### config.mk
export PLATFORM = sky130hd
export DESIGN_NAME = sprite_loader
export DESIGN_NICKNAME = d
export VERILOG_FILES = /design/src/rtl/sprite_loader.sv
export SDC_FILE = /design/constraint.sdc
export NUM_CORES = 1
export LEC_CHECK = 0
export CORE_UTILIZATION = 40
export CTS_CLUSTER_DIAMETER = 200
export DETAILED_ROUTE_END_ITERATION = 8
export PLACE_DENSITY_LB_ADDON = 0.15
export SETUP_SLACK_MARGIN = 0.2
export SLEW_MARGIN = 15
export SYNTH_ARGS = -nofsm -noshare
export SYNTH_HDL_FRONTEND = slang
export SYNTH_SLANG_ARGS = --single-unit
### constraint.sdc
create_clock -name clk -period 2.8 [get_ports clk]
set_clock_uncertainty 0.2 [all_clocks]
set_input_delay 0.7 -clock clk [delete_from_list [all_inputs] [get_ports clk]]
set_output_delay 0.7 -clock clk [all_outputs]
set_load 0.05 [all_outputs]
### src/rtl/sprite_loader.sv
// Sprite loader: unpacks two-pixel bytes from a valid/ready stream into
// row-major sprite RAM writes, accepting new bytes only during vertical blank.
module sprite_loader #(
  parameter int SPR_WIDTH  = 32,
  parameter int SPR_HEIGHT = 20,
  parameter int SPR_DATAW  = 4,
  parameter int SPR_ADDRW  = 10
) (
  input  logic                 clk,
  input  logic                 rst_n,
  input  logic                 start,
  input  logic                 vblank,
  input  logic [7:0]           in_data,
  input  logic                 in_valid,
  output logic                 in_ready,
  output logic                 wr_en,
  output logic [SPR_ADDRW-1:0] wr_addr,
  output logic [SPR_DATAW-1:0] wr_data,
  output logic                 busy,
  output logic                 done
);

  localparam int NPIX = SPR_WIDTH * SPR_HEIGHT;
  localparam logic [SPR_ADDRW-1:0] LAST_ADDR = SPR_ADDRW'(NPIX - 1);
  localparam logic [SPR_ADDRW-1:0] ADDR_ONE  = SPR_ADDRW'(1);
  localparam logic [SPR_ADDRW-1:0] ADDR_ZERO = SPR_ADDRW'(0);

  localparam logic [2:0] S_IDLE   = 3'd0;
  localparam logic [2:0] S_ACCEPT = 3'd1;
  localparam logic [2:0] S_WR_LO  = 3'd2;
  localparam logic [2:0] S_WR_HI  = 3'd3;
  localparam logic [2:0] S_FINISH = 3'd4;

  logic [2:0]           state_r;
  logic [2:0]           state_s;
  logic [SPR_ADDRW-1:0] cnt_r;
  logic [SPR_ADDRW-1:0] cnt_inc_s;
  logic [7:0]           byte_r;
  logic                 in_ready_s;
  logic                 handshake_s;
  logic                 wr_en_r;
  logic [SPR_ADDRW-1:0] wr_addr_r;
  logic [SPR_DATAW-1:0] wr_data_r;
  logic                 busy_r;
  logic                 done_r;

  // Low nibble is the first pixel on the stream, high nibble the second.
  function automatic logic [SPR_DATAW-1:0] pick_pixel(input logic [7:0] b, input logic hi);
    if (hi) begin
      pick_pixel = SPR_DATAW'(b[7:4]);
    end else begin
      pick_pixel = SPR_DATAW'(b[3:0]);
    end
  endfunction

  assign cnt_inc_s = cnt_r + ADDR_ONE;

  // Ready follows vblank only while waiting for a byte.
  always_comb begin
    in_ready_s = 1'b0;
    if (state_r == S_ACCEPT) begin
      in_ready_s = vblank;
    end else begin
      in_ready_s = 1'b0;
    end
    handshake_s = in_valid & in_ready_s;
  end

  // Next-state decode; start outside IDLE is deliberately ignored.
  always_comb begin
    state_s = state_r;
    case (state_r)
      S_IDLE: begin
        if (start) begin
          state_s = S_ACCEPT;
        end else begin
          state_s = S_IDLE;
        end
      end
      S_ACCEPT: begin
        if (handshake_s) begin
          state_s = S_WR_LO;
        end else begin
          state_s = S_ACCEPT;
        end
      end
      S_WR_LO: state_s = S_WR_HI;
      S_WR_HI: begin
        if (cnt_r == LAST_ADDR) begin
          state_s = S_FINISH;
        end else begin
          state_s = S_ACCEPT;
        end
      end
      S_FINISH: state_s = S_IDLE;
      default:  state_s = S_IDLE;
    endcase
  end

  // State and status flags registered from the next state so they line up with it.
  always_ff @(posedge clk or negedge rst_n) begin
    if (!rst_n) begin
      state_r <= S_IDLE;
      busy_r  <= 1'b0;
      done_r  <= 1'b0;
      wr_en_r <= 1'b0;
    end else begin
      state_r <= state_s;
      busy_r  <= (state_s != S_IDLE);
      done_r  <= (state_s == S_FINISH);
      wr_en_r <= (state_s == S_WR_LO) || (state_s == S_WR_HI);
    end
  end

  // Address/data are loaded one edge ahead so they are valid throughout WR_LO/WR_HI.
  always_ff @(posedge clk or negedge rst_n) begin
    if (!rst_n) begin
      cnt_r     <= ADDR_ZERO;
      byte_r    <= 8'h00;
      wr_addr_r <= ADDR_ZERO;
      wr_data_r <= SPR_DATAW'(0);
    end else begin
      case (state_r)
        S_IDLE: begin
          if (start) begin
            cnt_r <= ADDR_ZERO;
          end else begin
            cnt_r <= cnt_r;
          end
        end
        S_ACCEPT: begin
          if (handshake_s) begin
            byte_r    <= in_data;
            wr_addr_r <= cnt_r;
            wr_data_r <= pick_pixel(in_data, 1'b0);
          end else begin
            byte_r    <= byte_r;
          end
        end
        S_WR_LO: begin
          cnt_r     <= cnt_inc_s;
          wr_addr_r <= cnt_inc_s;
          wr_data_r <= pick_pixel(byte_r, 1'b1);
        end
        S_WR_HI: begin
          cnt_r <= cnt_inc_s;
        end
        default: begin
          cnt_r <= cnt_r;
        end
      endcase
    end
  end

  assign in_ready = in_ready_s;
  assign wr_en    = wr_en_r;
  assign wr_addr  = wr_addr_r;
  assign wr_data  = wr_data_r;
  assign busy     = busy_r;
  assign done     = done_r;

endmodule

======== Word-level counts from Yosys, hierarchy flattened ========
Cells that the tools add are included.
operators by class
  add/subtract/negate cells ............... 1
  bitwise logic cells ..................... 1
  mux-type cells .......................... 11
  equality and inequality tests ........... 9
  reductions and logical operators ........ 9
operators by type and width
  cell                   count
  $pmux 10 s2            2
  $mux 10                2
  $eq 3x2->1 const B     4
  $pmux 3 s4             1
  $add 10x1->10 const B  1
  $eq 10x10->1 const B   1
  $pmux 4 s2             1
  $reduce_and 2->1       3
  $mux 4                 1
  $ne 2x2->1 const B     2
  $reduce_bool 2->1      2
  $eq 3x1->1 const B     1
  $eq 3x3->1 const B     1
  $logic_not 3->1        1
  $mux 3                 1
  $reduce_bool 3->1      1
  $mux 1                 2
  $mux 2                 1
  $reduce_or 2->1        1
  $and 1x1->1            1
  $logic_or 1x1->1       1
word-level totals
  register bits ........................... 38
  word-level logic and storage cells ...... 39
  bits of input ports ..................... 13
  output and inout bits ................... 18

======== Logic depth before layout (Yosys ltp) ========
  word-level depth ........................ 7
  depth in mapped cells ................... 7
  depth with buffers taken out ............ 5

======== Worst setup path after synthesis ========
No wires, ideal clock.
  path kind ............................... input to output
  start point ............................. in vblank
  end point ............................... out in_ready
  path slack .............................. 0.832 ns
  arrival ................................. 1.068 ns
  buffers on the path ..................... 0
  stages .................................. 1
  required time ........................... 1.900 ns
  path through ............................ and4bb_4
between the ends
  longest elaborated chain between the ends .. 1
RTL lines
  item         line  source
  from (decl)  12    input logic vblank,
  $mux 1       61    if (state_r == S_ACCEPT) begin
  to (decl)    15    output logic in_ready,
No other way between the ends.

======== Worst setup path in the final report ========
Ends and elaborated chain as after synthesis.

==> impl_metrics.json <==
{
  "peakVddDrop_uv": 410,
  "grt_overflow": 0,
  "synth_top_cell_area_share_pct": 51.4,
  "critical_path_class": "in2out",
  "fp.coreArea_mm2": 0.00400,
  "dieArea_mm2": 0.00440,
  "yosys.cell_types.count": 34,
  "cts_made_buffers": 5,
  "path_cells": "clkdlybuf4s50_1 > and4bb_4 > buf_12",
  "cap_violations": 0,
  "cts.clk_slew.worst_paths_ns": 0.07,
  "ctsHoldBuffers": 0,
  "synthCells": 175,
  "drive_gt1_share_pct": 7.00,
  "synth-seq-cells": 34,
  "drt_iter0_markers": 58,
  "dr_total_vias": 1371,
  "drc_errors": 0,
  "die_x_um": 66.4,
  "critPathBufInv": 2,
  "final-max-slew-violation-count": 0,
  "clock_sinks": 34,
  "setup_viol_count_final": 0,
  "finalWirelength_mm": 3.69,
  "hold_slack_ns": 0.289,
  "grt_pass1_vias": 1313,
  "cts_tree": "built",
  "diodes": 0,
  "dp_slack_ns": 0.263,
  "critPathLaunch": "vblank",
  "yosysWarningCount": 0,
  "synth_seq_area_share_pct": 51.4,
  "cts_buffer_depth": 2,
  "crit_end": "in_ready",
  "ant_nets": 0,
  "cp.required_ns": 1.90,
  "rsz0062_at_grt": "no",
  "hold_viol_final": 0,
  "fmax_mhz": 396,
  "slowest_delay_ns": 0.48,
  "fillers": 382,
  "cts_root_buffer": "clkbuf_8",
  "drt-wirelength-per-cell_um": 14.8,
  "min_period_ns": 2.53,
  "status": "finished clean",
  "reg2reg_depth": 5,
  "final.period_utilization_pct": 90.3,
  "fin_nets": 213,
  "regToRegSetupSlack_ns": 0.55,
  "setup_tns_ns": 0,
  "grt_usage_pct": 19.7,
  "place_hpwl_mm": 2.41,
  "slew_headroom_pct": 48.5,
  "areaGrowthSynthToFinish_pct": 23.7,
  "critPathMaxFanout": 4,
  "synth.area.top_cells": "dfrtp_1 (51%), nand2_1 (5.0%), o21ai_0 (4.2%), a221o_1 (3.6%), a21oi_1 (3.3%)",
  "dr.pass1.iters": 4,
  "cp.depth": 3,
  "ios": 31,
  "crit_arrival_ns": 1.63,
  "grt_max_degree": 35,
  "fin_ws_ns": 0.272,
  "place.gp.congestion": 0.792,
  "grt_pass1_wl_mm": 6.38,
  "fp.dieH_um": 66.4,
  "antenna_found_initial": 0,
  "postCtsSetupBuffers": 0,
  "r2r-end": "wr_addr[3]",
  "startpoint_type": "input pin",
  "max_slew.worst_pin.slew_ns": 0.773,
  "placed_cells_incl_taps": 242,
  "p_per_area_mw_per_mm2": 898,
  "syn-num-nets": 189,
  "leakagePower_nw": 0.906,
  "htreeDepth": 2,
  "final_cells": 250,
  "synth_area_mm2": 0.00166,
  "critPathTopFamily": "buffers and inverters",
  "crit_path_top_delay_cell": "clkdlybuf4s50_1",
  "fp-row-count": 23,
  "holdCritPathClass": "reg2reg",
  "initial_core_util_pct": 41.4,
  "cts-resized-gates": 0,
  "avgSynthCellArea_um2": 9.47,
  "r2r-start": "state_r[1]",
  "synth_top_area_cell": "dfrtp_1",
  "insertion_delay_ns": 0.28,
  "cp-end-kind": "primary output",
  "viasPerCell": 5.48,
  "port_buffers": 30
}
-- synth_stat cells (all sizes together) --
library cell and number:
a221o 6, nor2 11, inv 8, o21ai 14, a311oi 1, nand4 2
or3 2, nor2b 2, and3 5, o21a 1, o21bai 1, nor3 8
clkbuf 5, and4bb 1, dfrtp 34, and4 2, and2 2, o221a 1
ha 1, o22ai 5, a22o 1, a2bb2oi 1, a21oi 11, nand2 22
o31ai 2, a31oi 5, buf 11, nand3 6, o211ai 2, nand2b 2
-- report_power, final --
group | total [mW] | internal [mW] | switching, mW
sequential | 0.756 | 0.626 | 0.130
combinational | 0.716 | 0.268 | 0.448
clock | 0.369 | 0.198 | 0.170
total | 1.84 | 1.09 | 0.748
-- registers in the layout (all words and copies together) (netlist names) --
| register | flops |
|---|---|
| wr_data | 4 |
| wr_addr | 10 |
| busy | 1 |
| wr_en | 1 |
| byte_r | 4 |
| cnt_r | 10 |
| done | 1 |
| state_r | 3 |
-- through the flow --
stage | cell area [um^2] | util, % | total power [mW]
2_1_floorplan | 1660 | - | 1.24
6_report | 2050 | 51.2 | 1.84
5_1_grt | 2050 | 51.2 | 1.96
4_1_cts | 2050 | 51.2 | 1.86
3_5_place_dp | 1960 | 49.0 | 1.48
3_3_place_gp | 1960 | 49.0 | 1.47
-- worst min-delay path, cell delays in order (launching register included) --
cell     delay, ns
dfrtp_1       0.35
nand2_1       0.05
nand2_1       0.06
-- kinds of logic (layout without fill, tap and decap cells) --
logic type / after synthesis / count (layout) / synth area share, %
AND/OR/NAND/NOR: 65 / 65 / 19.4
AO/OA/AOI/OAI: 51 / 51 / 21.0
adder cells (fa/ha/maj): 1 / 1 / 0.755
flip-flops: 34 / 34 / 51.4
buffers and inverters: 24 / 49 / 7.48
-- per-layer routing --
layer / GRT usage (%) / vias up / routed length (um)
li1: - / 675 / -
met1: 27.5 / 647 / 1830
met2: 30.0 / 42 / 1600
met3: 5.17 / 7 / 195
met4: 5.59 / 0 / 61
met5: 0 / - / 0
-- area by class of cell --
| cell class | count | area, um^2 | area share [%] |
|---|---|---|---|
| well taps | 50 | 62.6 | 3.05 |
| clock inverters | 1 | 5.00 | 0.244 |
| repair buffers | 33 | 333 | 16.2 |
| flip-flops and latches | 34 | 851 | 41.5 |
| clock buffers | 7 | 86.3 | 4.21 |
| inverters | 8 | 30.0 | 1.47 |
| multi-input cells | 117 | 682 | 33.3 |
-- how the worst min path moves through the flow --
stage | from | to | cells past startpoint
after global routing | byte_r[4] | byte_r[4] | 2
after global placement | byte_r[4] | byte_r[4] | 2
after floorplan | rst_n | busy | 0
final | byte_r[4] | byte_r[4] | 2
after detailed placement | byte_r[5] | byte_r[5] | 2
after CTS | byte_r[5] | byte_r[5] | 2
-- cells in the final DEF (no fill, tap or decap), types with 5 or more instances in the layout --
master,n
dfrtp_1,34
clkdlybuf4s50_1,29
nand2_1,22
o21ai_0,14
nor2_1,11
a21oi_1,11
nor3_1,8
inv_1,8
nand3_1,6
a221o_1,6
clkbuf_8,6
and3_1,5
a31oi_1,5
o22ai_1,5
(Power assumes the default switching activity.)
